===== config.mk =====
export PLATFORM = sky130hd
export DESIGN_NAME = wb_byte_master
export DESIGN_NICKNAME = d
export VERILOG_FILES = /design/src/rtl/wbbm_pkg.sv /design/src/rtl/wb_byte_master.sv
export SDC_FILE = /design/constraint.sdc
export NUM_CORES = 1
export LEC_CHECK = 0
export CELL_PAD_IN_SITES_DETAIL_PLACEMENT = 1
export CELL_PAD_IN_SITES_GLOBAL_PLACEMENT = 1
export CORE_MARGIN = 4
export CORE_UTILIZATION = 35
export DETAILED_ROUTE_END_ITERATION = 12
export GPL_ROUTABILITY_DRIVEN = 0
export PLACE_DENSITY = 0.83
export SLEW_MARGIN = 20
export SYNTH_ARGS = -nofsm -noshare
export SYNTH_HDL_FRONTEND = slang
export SYNTH_SLANG_ARGS = --single-unit

===== constraint.sdc =====
create_clock -name clk -period 2.8 [get_ports clk]
set_input_delay 0.56 -clock clk [delete_from_list [all_inputs] [get_ports clk]]
set_output_delay 0.56 -clock clk [all_outputs]
set_load 0.1 [all_outputs]

===== src/rtl/wbbm_pkg.sv =====
// Shared types and constants for the Wishbone byte-stream master.
package wbbm_pkg;

  typedef enum logic [2:0] {
    CMD,
    ADDR,
    DATA,
    REQ,
    WAIT,
    RESP,
    RDATA
  } state_t;

  localparam logic [7:0] CMD_WR  = 8'hA5;
  localparam logic [7:0] CMD_RD  = 8'h5A;
  localparam logic [7:0] ACK_DEF = 8'h06;
  localparam logic [7:0] NAK_DEF = 8'h15;

  function automatic logic [7:0] byte_of(input logic [31:0] w, input logic [1:0] idx);
    return w[8*idx +: 8];
  endfunction

endpackage


===== src/rtl/wb_byte_master.sv =====
// Byte-stream command decoder driving one pipelined Wishbone beat per frame.
// Optional bus timeout is enabled by defining WBBM_TIMEOUT_EN.
module wb_byte_master
  import wbbm_pkg::*;
#(
  parameter int unsigned TIMEOUT_CYCLES = 1024,
  parameter logic [7:0]  ACK_BYTE       = ACK_DEF,
  parameter logic [7:0]  NAK_BYTE       = NAK_DEF
) (
  input  logic        clk,
  input  logic        rst,
  input  logic [7:0]  rx_data,
  input  logic        rx_valid,
  output logic        rx_ready,
  output logic [7:0]  tx_data,
  output logic        tx_valid,
  input  logic        tx_ready,
  output logic        wb_cyc_o,
  output logic        wb_stb_o,
  output logic        wb_we_o,
  output logic [31:0] wb_adr_o,
  output logic [31:0] wb_dat_o,
  output logic [3:0]  wb_sel_o,
  input  logic [31:0] wb_dat_i,
  input  logic        wb_ack_i,
  input  logic        wb_err_i,
  input  logic        wb_stall_i,
  output logic        busy_o
);

  state_t      state, state_n;
  logic [1:0]  cnt;
  logic [31:0] rdata;
  logic        rd_ok;
  logic [7:0]  resp_n;
  logic        resp_ok_n;
  logic        cap_rd;
  logic        timeout_hit;
  logic        rx_fire, tx_fire;

  assign rx_fire  = rx_valid & rx_ready;
  assign tx_fire  = tx_valid & tx_ready;
  assign wb_sel_o = 4'hF;
  assign busy_o   = (state != CMD);

`ifdef WBBM_TIMEOUT_EN
  localparam int unsigned TMO_W = (TIMEOUT_CYCLES > 2) ? $clog2(TIMEOUT_CYCLES) : 1;
  logic [TMO_W-1:0] tmo_cnt;

  always_ff @(posedge clk) begin
    if (!rst)                             tmo_cnt <= '0;
    else if (state_n == REQ && state != REQ) tmo_cnt <= '0;
    else if (state == REQ || state == WAIT)  tmo_cnt <= tmo_cnt + TMO_W'(1);
  end

  assign timeout_hit = (tmo_cnt == TMO_W'(TIMEOUT_CYCLES - 1));
`else
  assign timeout_hit = 1'b0;
`endif

  always_ff @(posedge clk) begin
    if (!rst) state <= CMD;
    else      state <= state_n;
  end

  // Bus response checks precede the timeout so a same-cycle ack wins.
  always_comb begin
    state_n   = state;
    resp_n    = NAK_BYTE;
    resp_ok_n = 1'b0;
    cap_rd    = 1'b0;
    case (state)
      CMD:   if (rx_fire) state_n = (rx_data == CMD_WR || rx_data == CMD_RD) ? ADDR : RESP;
      ADDR:  if (rx_fire && cnt == 2'd3) state_n = wb_we_o ? DATA : REQ;
      DATA:  if (rx_fire && cnt == 2'd3) state_n = REQ;
      REQ, WAIT: begin
        if (state == REQ && wb_stall_i) begin
          if (timeout_hit) state_n = RESP;
        end else if (wb_err_i) begin
          state_n = RESP;
        end else if (wb_ack_i) begin
          state_n   = RESP;
          resp_n    = ACK_BYTE;
          resp_ok_n = 1'b1;
          cap_rd    = 1'b1;
        end else if (timeout_hit) begin
          state_n = RESP;
        end else begin
          state_n = WAIT;
        end
      end
      RESP:  if (tx_fire) state_n = (!wb_we_o && rd_ok) ? RDATA : CMD;
      RDATA: if (tx_fire && cnt == 2'd3) state_n = CMD;
      default: state_n = CMD;
    endcase
  end

  always_ff @(posedge clk) begin
    if (!rst) begin
      rx_ready <= 1'b0;
      tx_valid <= 1'b0;
      tx_data  <= '0;
      wb_cyc_o <= 1'b0;
      wb_stb_o <= 1'b0;
      wb_we_o  <= 1'b0;
      wb_adr_o <= '0;
      wb_dat_o <= '0;
      rdata    <= '0;
      rd_ok    <= 1'b0;
      cnt      <= '0;
    end else begin
      rx_ready <= (state_n == CMD || state_n == ADDR || state_n == DATA);
      wb_cyc_o <= (state_n == REQ || state_n == WAIT);
      wb_stb_o <= (state_n == REQ);
      tx_valid <= (state_n == RESP || state_n == RDATA);
      case (state)
        CMD: if (rx_fire) begin
          if (rx_data == CMD_WR || rx_data == CMD_RD) wb_we_o <= (rx_data == CMD_WR);
          cnt <= '0;
        end
        ADDR: if (rx_fire) begin
          wb_adr_o[8*cnt +: 8] <= rx_data;
          cnt <= cnt + 2'd1;
        end
        DATA: if (rx_fire) begin
          wb_dat_o[8*cnt +: 8] <= rx_data;
          cnt <= cnt + 2'd1;
        end
        RESP: if (tx_fire) begin
          tx_data <= byte_of(rdata, 2'd0);
          cnt     <= '0;
        end
        RDATA: if (tx_fire) begin
          tx_data <= byte_of(rdata, cnt + 2'd1);
          cnt     <= cnt + 2'd1;
        end
        default: ;
      endcase
      if (cap_rd && !wb_we_o) rdata <= wb_dat_i;
      if (state_n == RESP && state != RESP) begin
        tx_data <= resp_n;
        rd_ok   <= resp_ok_n;
        cnt     <= '0;
      end
    end
  end

endmodule


=== Yosys cells after proc, flatten, opt, wreduce, memory -nomap -nowiden ===
Cells that the tools add are included.

* Output and inout port bits: 82
* Bits in read-only memories: 0
* Bits in latches: 0
* Register bits after elaboration: 115
* Memories: 0
* Memory bits (writable): 0
* Logic and storage cells: 98

* $mul: 0
* Multiplexer cells: 31
* Div/mod/pow operators: 0
* Add/sub/neg operators: 2
* Shift operators: 3
* Bitwise operators: 3
* Reductions and logical operators: 25
* Equal/unequal tests: 22
* $lt $le $gt $ge: 0

{| class="wikitable"
|+ Operators by type and width
! kind !! number
|-
| 32-bit bitwise mux || 2
|-
| 5-bit negation with 34-bit output || 1
|-
| 8-bit by 34-bit variable shift with 32-bit output, first input constant || 1
|-
| 8-bit by 34-bit indexed part select with 32-bit output || 1
|-
| 8-bit two-way mux || 4
|-
| 32-bit by 6-bit indexed part select with 8-bit output || 1
|-
| 3-bit two-way mux || 8
|-
| 3-bit equality test, second input constant || 6
|-
| 3-bit one-hot mux with 6 select lines || 1
|-
| 8-bit one-hot mux with 2 select lines || 1
|-
| 5-bit two-way mux || 3
|-
| 3-bit by 2-bit equality test with 1-bit output, second input constant || 4
|-
| 3-bit != test, second input constant || 3
|-
| 8-bit by 7-bit equality test with 1-bit output, second input constant || 1
|-
| 8-bit equality test, second input constant || 1
|-
| 2-bit two-way mux || 4
|-
| 2-bit one-hot mux with 4 select lines || 1
|-
| 1-bit two-way mux || 7
|-
| 3-bit by 1-bit equality test with 1-bit output, second input constant || 2
|-
| 1-bit logical AND || 6
|-
| 3-bit logical NOT || 2
|-
| 2-bit != test, second input constant || 3
|-
| 3-bit AND reduction || 2
|-
| 3-bit nonzero test || 2
|-
| other kinds (11) || 19
|}

=== Depth between registers and ports, before layout ===
* Depth in word-level cells: 9
* Depth in mapped cells: 9
* Gate-level depth less buffers: 7

=== Worst setup path after synthesis ===
Ideal clock, no wire load.

* Path kind: reg-to-reg
* From: register rx_ready
* To: register tx_data[3]
* Slack: 0.428 ns
* Cell stages (with the launch flop): 7
* Path buffers: 0
* Period minus slack after synthesis: 2.372 ns
* Data required time: 2.685 ns
* Arrival: 2.257 ns
* Library setup time: 0.115 ns
* Cell sequence: dfxtp_1 nand3b_1 a2111oi_1 a211oi_2 nor3_4 a21o_2 nor2_1

* Cells in the longest elaborated chain, start to end: 8
* Elaborated cells on any way between the ends: 13
* Those cells by class: eq/ne (3); mux (5); bitwise (1); reduce/logical (4)

{| class="wikitable"
|+ Ends and longest elaborated chain
! item !! line !! text
|-
| start, declared || wb_byte_master.sv:14 || <nowiki>output logic rx_ready,</nowiki>
|-
| start signal, assigned || wb_byte_master.sv:112 || <nowiki>rx_ready <= (state_n == CMD || state_n == ADDR || state_n == DATA);</nowiki>
|-
| 1-bit AND (*) || wb_byte_master.sv:41 || <nowiki>assign rx_fire = rx_valid & rx_ready;</nowiki>
|-
| 1-bit logical AND || wb_byte_master.sv:74, wb_byte_master.sv:75 ||
|-
| 3-bit two-way mux (on tied branches) || wb_byte_master.sv:75, wb_byte_master.sv:74 ||
|-
| 3-bit one-hot mux with 6 select lines (*) || wb_byte_master.sv:72 || <nowiki>case (state)</nowiki>
|-
| 3-bit equality test (*) || wb_byte_master.sv:140 || <nowiki>if (state_n == RESP && state != RESP) begin</nowiki>
|-
| 1-bit logical AND (*) || wb_byte_master.sv:140 ||
|-
| 3-bit != test (no source line) or 3-bit nonzero test (tied branches) || -- ||
|-
| 3-bit AND reduction (no source line) || -- ||
|-
| end signal, assigned || wb_byte_master.sv:130 || <nowiki>tx_data <= byte_of(rdata, 2'd0);</nowiki>
|-
| end signal, assigned || wb_byte_master.sv:134 || <nowiki>tx_data <= byte_of(rdata, cnt + 2'd1);</nowiki>
|-
| end signal, assigned || wb_byte_master.sv:141 || <nowiki>tx_data <= resp_n;</nowiki>
|-
| end, declared || wb_byte_master.sv:15 || <nowiki>output logic [7:0] tx_data,</nowiki>
|}

Every way passes the cells marked *; elsewhere a longest branch is shown, timed or not.
A chain may end at the register's enable or synchronous reset.

=== Worst setup path in the final report ===
* From: register cnt[1]
* To: register tx_data[4]

* Cells in the longest elaborated chain, start to end: 8
* Elaborated cells on any way between the ends: 18
* Those cells by class: add/sub (1); eq/ne (4); shift (1); mux (7); reduce/logical (5)

{| class="wikitable"
|+ Ends and longest elaborated chain
! item !! line !! text
|-
| start, declared || wb_byte_master.sv:32 || <nowiki>logic [1:0] cnt;</nowiki>
|-
| start signal, assigned || wb_byte_master.sv:123 || <nowiki>cnt <= cnt + 2'd1;</nowiki>
|-
| start signal, assigned || wb_byte_master.sv:127 || <nowiki>cnt <= cnt + 2'd1;</nowiki>
|-
| start signal, assigned || wb_byte_master.sv:135 || <nowiki>cnt <= cnt + 2'd1;</nowiki>
|-
| parallel branches: the longest is 8 deep, another holds 2-bit by 1-bit adder with 2-bit output || -- ||
|}

Several ways; the timed one is not identified. The select of a mux whose other input is x is not followed.

==> impl_metrics.prom <==
# TYPE chip_impl_metric gauge
chip_impl_info{name="status",value="finished clean"} 1
chip_impl_metric{name="cts_max_level",unit=""} 4
chip_impl_metric{name="buf_inv_on_cp",unit=""} 1
chip_impl_metric{name="number_of_enable_flip_flop_cells_after_synthesis",unit=""} 0
chip_impl_metric{name="drcViolationCount",unit=""} 0
chip_impl_metric{name="power.share.clock",unit="%"} 49.5
chip_impl_metric{name="hold-path-cell-count",unit=""} 2
chip_impl_metric{name="hold_viol",unit=""} 0
chip_impl_metric{name="ir_drop",unit="uV"} 389
chip_impl_metric{name="timing.max_cap.violations",unit=""} 0
chip_impl_metric{name="finalInstanceArea",unit="um2"} 6790
chip_impl_info{name="synthMostInstantiatedCell",value="sky130_fd_sc_hd__nand2_1"} 1
chip_impl_metric{name="ctsHoldBuffers",unit=""} 0
chip_impl_metric{name="worst_skew_pair.late_latency",unit="ns"} 0.42
chip_impl_metric{name="antenna_violations_before_repair",unit=""} 0
chip_impl_info{name="cp_cell_sequence",value="inv_1, ha_1, nand2_1, nor2_1, a21oi_1, o221ai_1, a31oi_1"} 1
chip_impl_info{name="min_delay_path_class",value="reg -> reg"} 1
chip_impl_metric{name="setup_total_negative_slack",unit="ns"} 0
chip_impl_info{name="tritoncts",value="yes"} 1
chip_impl_metric{name="dp_slack",unit="ns"} 0.141
chip_impl_metric{name="core-area",unit="um2"} 13800
chip_impl_metric{name="dpl_cell_area",unit="um2"} 6130
chip_impl_metric{name="clkSinkCount",unit=""} 115
chip_impl_metric{name="detailedRoute.firstPassIterationCount",unit=""} 4
chip_impl_metric{name="areaGrowthSynthToFinish",unit="%"} 38.1
chip_impl_metric{name="cts_max_path_buffers",unit=""} 2
chip_impl_metric{name="slew_violations",unit=""} 0
chip_impl_metric{name="register_share_of_total_power",unit="%"} 36.1
chip_impl_metric{name="fp.dieArea",unit="um2"} 16000
chip_impl_metric{name="portBuffers",unit=""} 124
chip_impl_metric{name="vias",unit=""} 4918
chip_impl_metric{name="cts.repair.resized",unit=""} 0
chip_impl_metric{name="grt_overflow",unit=""} 0
chip_impl_info{name="timing.critical_path.max_delay_family",value="simple AND/OR/NAND/NOR gates"} 1
chip_impl_info{name="synth_largest_area_cell",value="sky130_fd_sc_hd__dfxtp_1"} 1
chip_impl_metric{name="overall_routed_net_length",unit="um"} 16700
chip_impl_metric{name="power.leakage",unit="nW"} 2.57
chip_impl_metric{name="final_layout_size_suffix_gt1_share",unit="%"} 18.4
chip_impl_metric{name="layout_worst_path_cycle_share",unit="%"} 88.5
chip_impl_metric{name="detail-route-antenna-nets",unit=""} 0
chip_impl_metric{name="comb_power_share",unit="%"} 14.4
chip_impl_info{name="synthTopCellsByArea",value="sky130_fd_sc_hd__dfxtp_1 47%, sky130_fd_sc_hd__a21oi_1 11%, sky130_fd_sc_hd__nand2_1 9.0%"} 1
chip_impl_metric{name="netSwitchingPower",unit="W"} 0.00129
chip_impl_metric{name="clock_buffers_created_by_tritoncts",unit=""} 17
chip_impl_info{name="cp-start-kind",value="flop"} 1
chip_impl_metric{name="dp.cells",unit=""} 892
chip_impl_metric{name="post-cts-setup-buffer-count",unit=""} 0
chip_impl_metric{name="core.rowCount",unit=""} 43
chip_impl_metric{name="ys_types",unit=""} 55
chip_impl_metric{name="final.setup_skew",unit="ns"} 0.00782
chip_impl_info{name="rsz_0062_raised_after_global_routing",value="no"} 1
chip_impl_metric{name="ys_seq_area_share",unit="%"} 46.8
chip_impl_metric{name="yosys_warnings",unit=""} 0
chip_impl_metric{name="wire_per_inst",unit="um"} 18.0
chip_impl_metric{name="ys_ff_latch",unit=""} 115
chip_impl_metric{name="clkTransAtPathRegs",unit="ns"} 0.05
chip_impl_metric{name="synth_top_area_share",unit="%"} 46.8
chip_impl_metric{name="drt-initial-drc-count",unit=""} 235
chip_impl_metric{name="global_route_wire_length_before_repair",unit="um"} 26800
chip_impl_metric{name="critPathArrivalTime",unit="ns"} 2.77
chip_impl_info{name="synth_flop_cell",value="sky130_fd_sc_hd__dfxtp_1"} 1
chip_impl_metric{name="switching_share",unit="%"} 26.7
chip_impl_metric{name="postSynth.asyncResetShare",unit="%"} 0
chip_impl_metric{name="synthesis.area",unit="um2"} 4920
chip_impl_info{name="crit_path_top_delay_cell",value="sky130_fd_sc_hd__ha_1"} 1
chip_impl_metric{name="worstRegToRegCells",unit=""} 7
chip_impl_metric{name="finalNetCount",unit=""} 784
chip_impl_metric{name="powerDensity",unit="nW/um2"} 709
chip_impl_metric{name="setup_viol",unit=""} 0
chip_impl_metric{name="maximum_frequency_from_static_timing_analysis",unit="MHz"} 404
chip_impl_info{name="yosys-top-cells-count",value="118 x sky130_fd_sc_hd__nand2_1, 115 x sky130_fd_sc_hd__dfxtp_1, 110 x sky130_fd_sc_hd__a21oi_1"} 1
chip_impl_metric{name="antennaDiodeCount",unit=""} 0
chip_impl_metric{name="post_synthesis_instance_total",unit=""} 613
chip_impl_metric{name="transition_time_at_the_pin_with_the_least_slew_margin",unit="ns"} 0.786
chip_impl_info{name="worstSetupEndpointType",value="flop"} 1
chip_impl_metric{name="slew_headroom",unit="%"} 47.2
chip_impl_metric{name="final_cell_count_no_fill",unit=""} 924
chip_impl_metric{name="p_int",unit="W"} 0.00353
chip_impl_metric{name="detail_route.vias_per_cell",unit=""} 5.32
chip_impl_metric{name="die_h",unit="um"} 127
chip_impl_metric{name="floorplan.initialDensity",unit="%"} 35.6
chip_impl_metric{name="die_x",unit="um"} 127
chip_impl_info{name="timing.setup.critical_path_class",value="reg -> reg"} 1
chip_impl_metric{name="cpPeakStageDelay",unit="ns"} 0.61
chip_impl_metric{name="final_min_period",unit="ns"} 2.48
chip_impl_metric{name="total_stage_count_of_the_critical_path",unit=""} 7
chip_impl_info{name="ctsRootBufferMaster",value="sky130_fd_sc_hd__clkbuf_16"} 1
chip_impl_metric{name="io_pins",unit=""} 129
chip_impl_metric{name="cp.required",unit="ns"} 3.09
chip_impl_metric{name="worst_slack",unit="ns"} 0.323
chip_impl_metric{name="grt_start_max_net_pins",unit=""} 67
chip_impl_metric{name="grt_pass1_vias",unit=""} 5157
chip_impl_metric{name="post_synth.cell_area_avg",unit="um2"} 8.02
chip_impl_metric{name="hpwlAfterDp",unit="um"} 11900
chip_impl_metric{name="critical_path.max_fanout",unit=""} 18
chip_impl_metric{name="grt_usage",unit="%"} 21.0
[cell families after synthesis]
logic type / count (synthesis) / share of synthesized area, %
flops: 115 / 46.8
compound gates: 152 / 17.7
mux: 8 / 1.73
simple gates: 287 / 28.0
buf+inv: 44 / 4.15
fa+ha+maj: 6 / 1.53
other cells: 1 / 0.0763
[cell usage in the layout, fill, tap and decap left out, drive strengths merged, types with 4 or more instances in the layout]
cell,Yosys,final
a211oi,6,6
a21oi,111,111
a31oi,4,4
and2,4,4
buf,23,91
bufinv,0,4
clkbuf,18,24
clkdlybuf4s50,0,46
conb,1,4
dfxtp,115,115
ha,6,6
mux2,4,4
mux2i,4,4
nand2,118,118
nand2b,11,11
nand3b,5,5
nor2,68,68
nor3,28,28
nor3b,4,4
nor4bb,4,4
o21ai,4,4
o22ai,8,8
or3,25,25
[sequential cells by signal, summed over array words and instances, names as in the netlist, 2 cells and up]
name,count
wb_dat_o,32
tx_data,8
cnt,2
wb_adr_o,32
state,3
rdata,32
[worst reg2reg max path, cell delays in order, from the launching register on]
cell and delay (ns):
sky130_fd_sc_hd__dfxtp_1 0.43, sky130_fd_sc_hd__inv_1 0.11, sky130_fd_sc_hd__ha_1 0.61, sky130_fd_sc_hd__nand2_1 0.55, sky130_fd_sc_hd__nor2_1 0.25, sky130_fd_sc_hd__a21oi_1 0.09, sky130_fd_sc_hd__o221ai_1 0.20, sky130_fd_sc_hd__a31oi_1 0.12
[power groups by stage]
| stage | Combinational [W] | Clock, W | Sequential, W |
|---|---|---|---|
| floorplan | 0.000339 | 0 | 0.00189 |
| global placement | 0.000674 | 0 | 0.00176 |
| detailed placement | 0.000690 | 0 | 0.00177 |
| CTS | 0.000694 | 0.00241 | 0.00174 |
| global route | 0.000738 | 0.00248 | 0.00174 |
| finish | 0.000691 | 0.00238 | 0.00174 |
[stage by stage]
step	util [%]	hold WS, ns	power, W
CTS	49.1	0.457	0.00485
global placement	44.3	0.443	0.00244
floorplan	-	0.433	0.00223
finish	49.1	0.456	0.00481
detailed placement	44.3	0.448	0.00246
global route	49.1	0.480	0.00496
[layer usage]
layer / up-vias / track usage, % / share of wire, %
met3: 26 / 4.72 / 5.5
li1: 2360 / - / -
met5: - / 0 / 0
met2: 150 / 37.9 / 51
met1: 2382 / 24.1 / 42
met4: 0 / 7.82 / 1.9
[path summary, 6_finish.rpt]
check                start          to  slack (ns)
setup reg to reg    cnt[1]  tx_data[4]        0.32
hold / removal    rdata[4]    rdata[4]        0.46
hold reg to reg   rdata[4]    rdata[4]        0.46
setup / recovery    cnt[1]  tx_data[4]        0.32
[cell type report]
| class | count | area (um2) |
|---|---|---|
| fillers | 1661 | 7040 |
| multi-input cells | 457 | 2420 |
| flip-flops and latches | 115 | 2300 |
| repair buffers | 137 | 1170 |
| clock buffers | 24 | 512 |
| well taps | 180 | 225 |
| clock inverters | 8 | 145 |
| inverters | 3 | 11.3 |
Power figures use the tool's default switching activity.
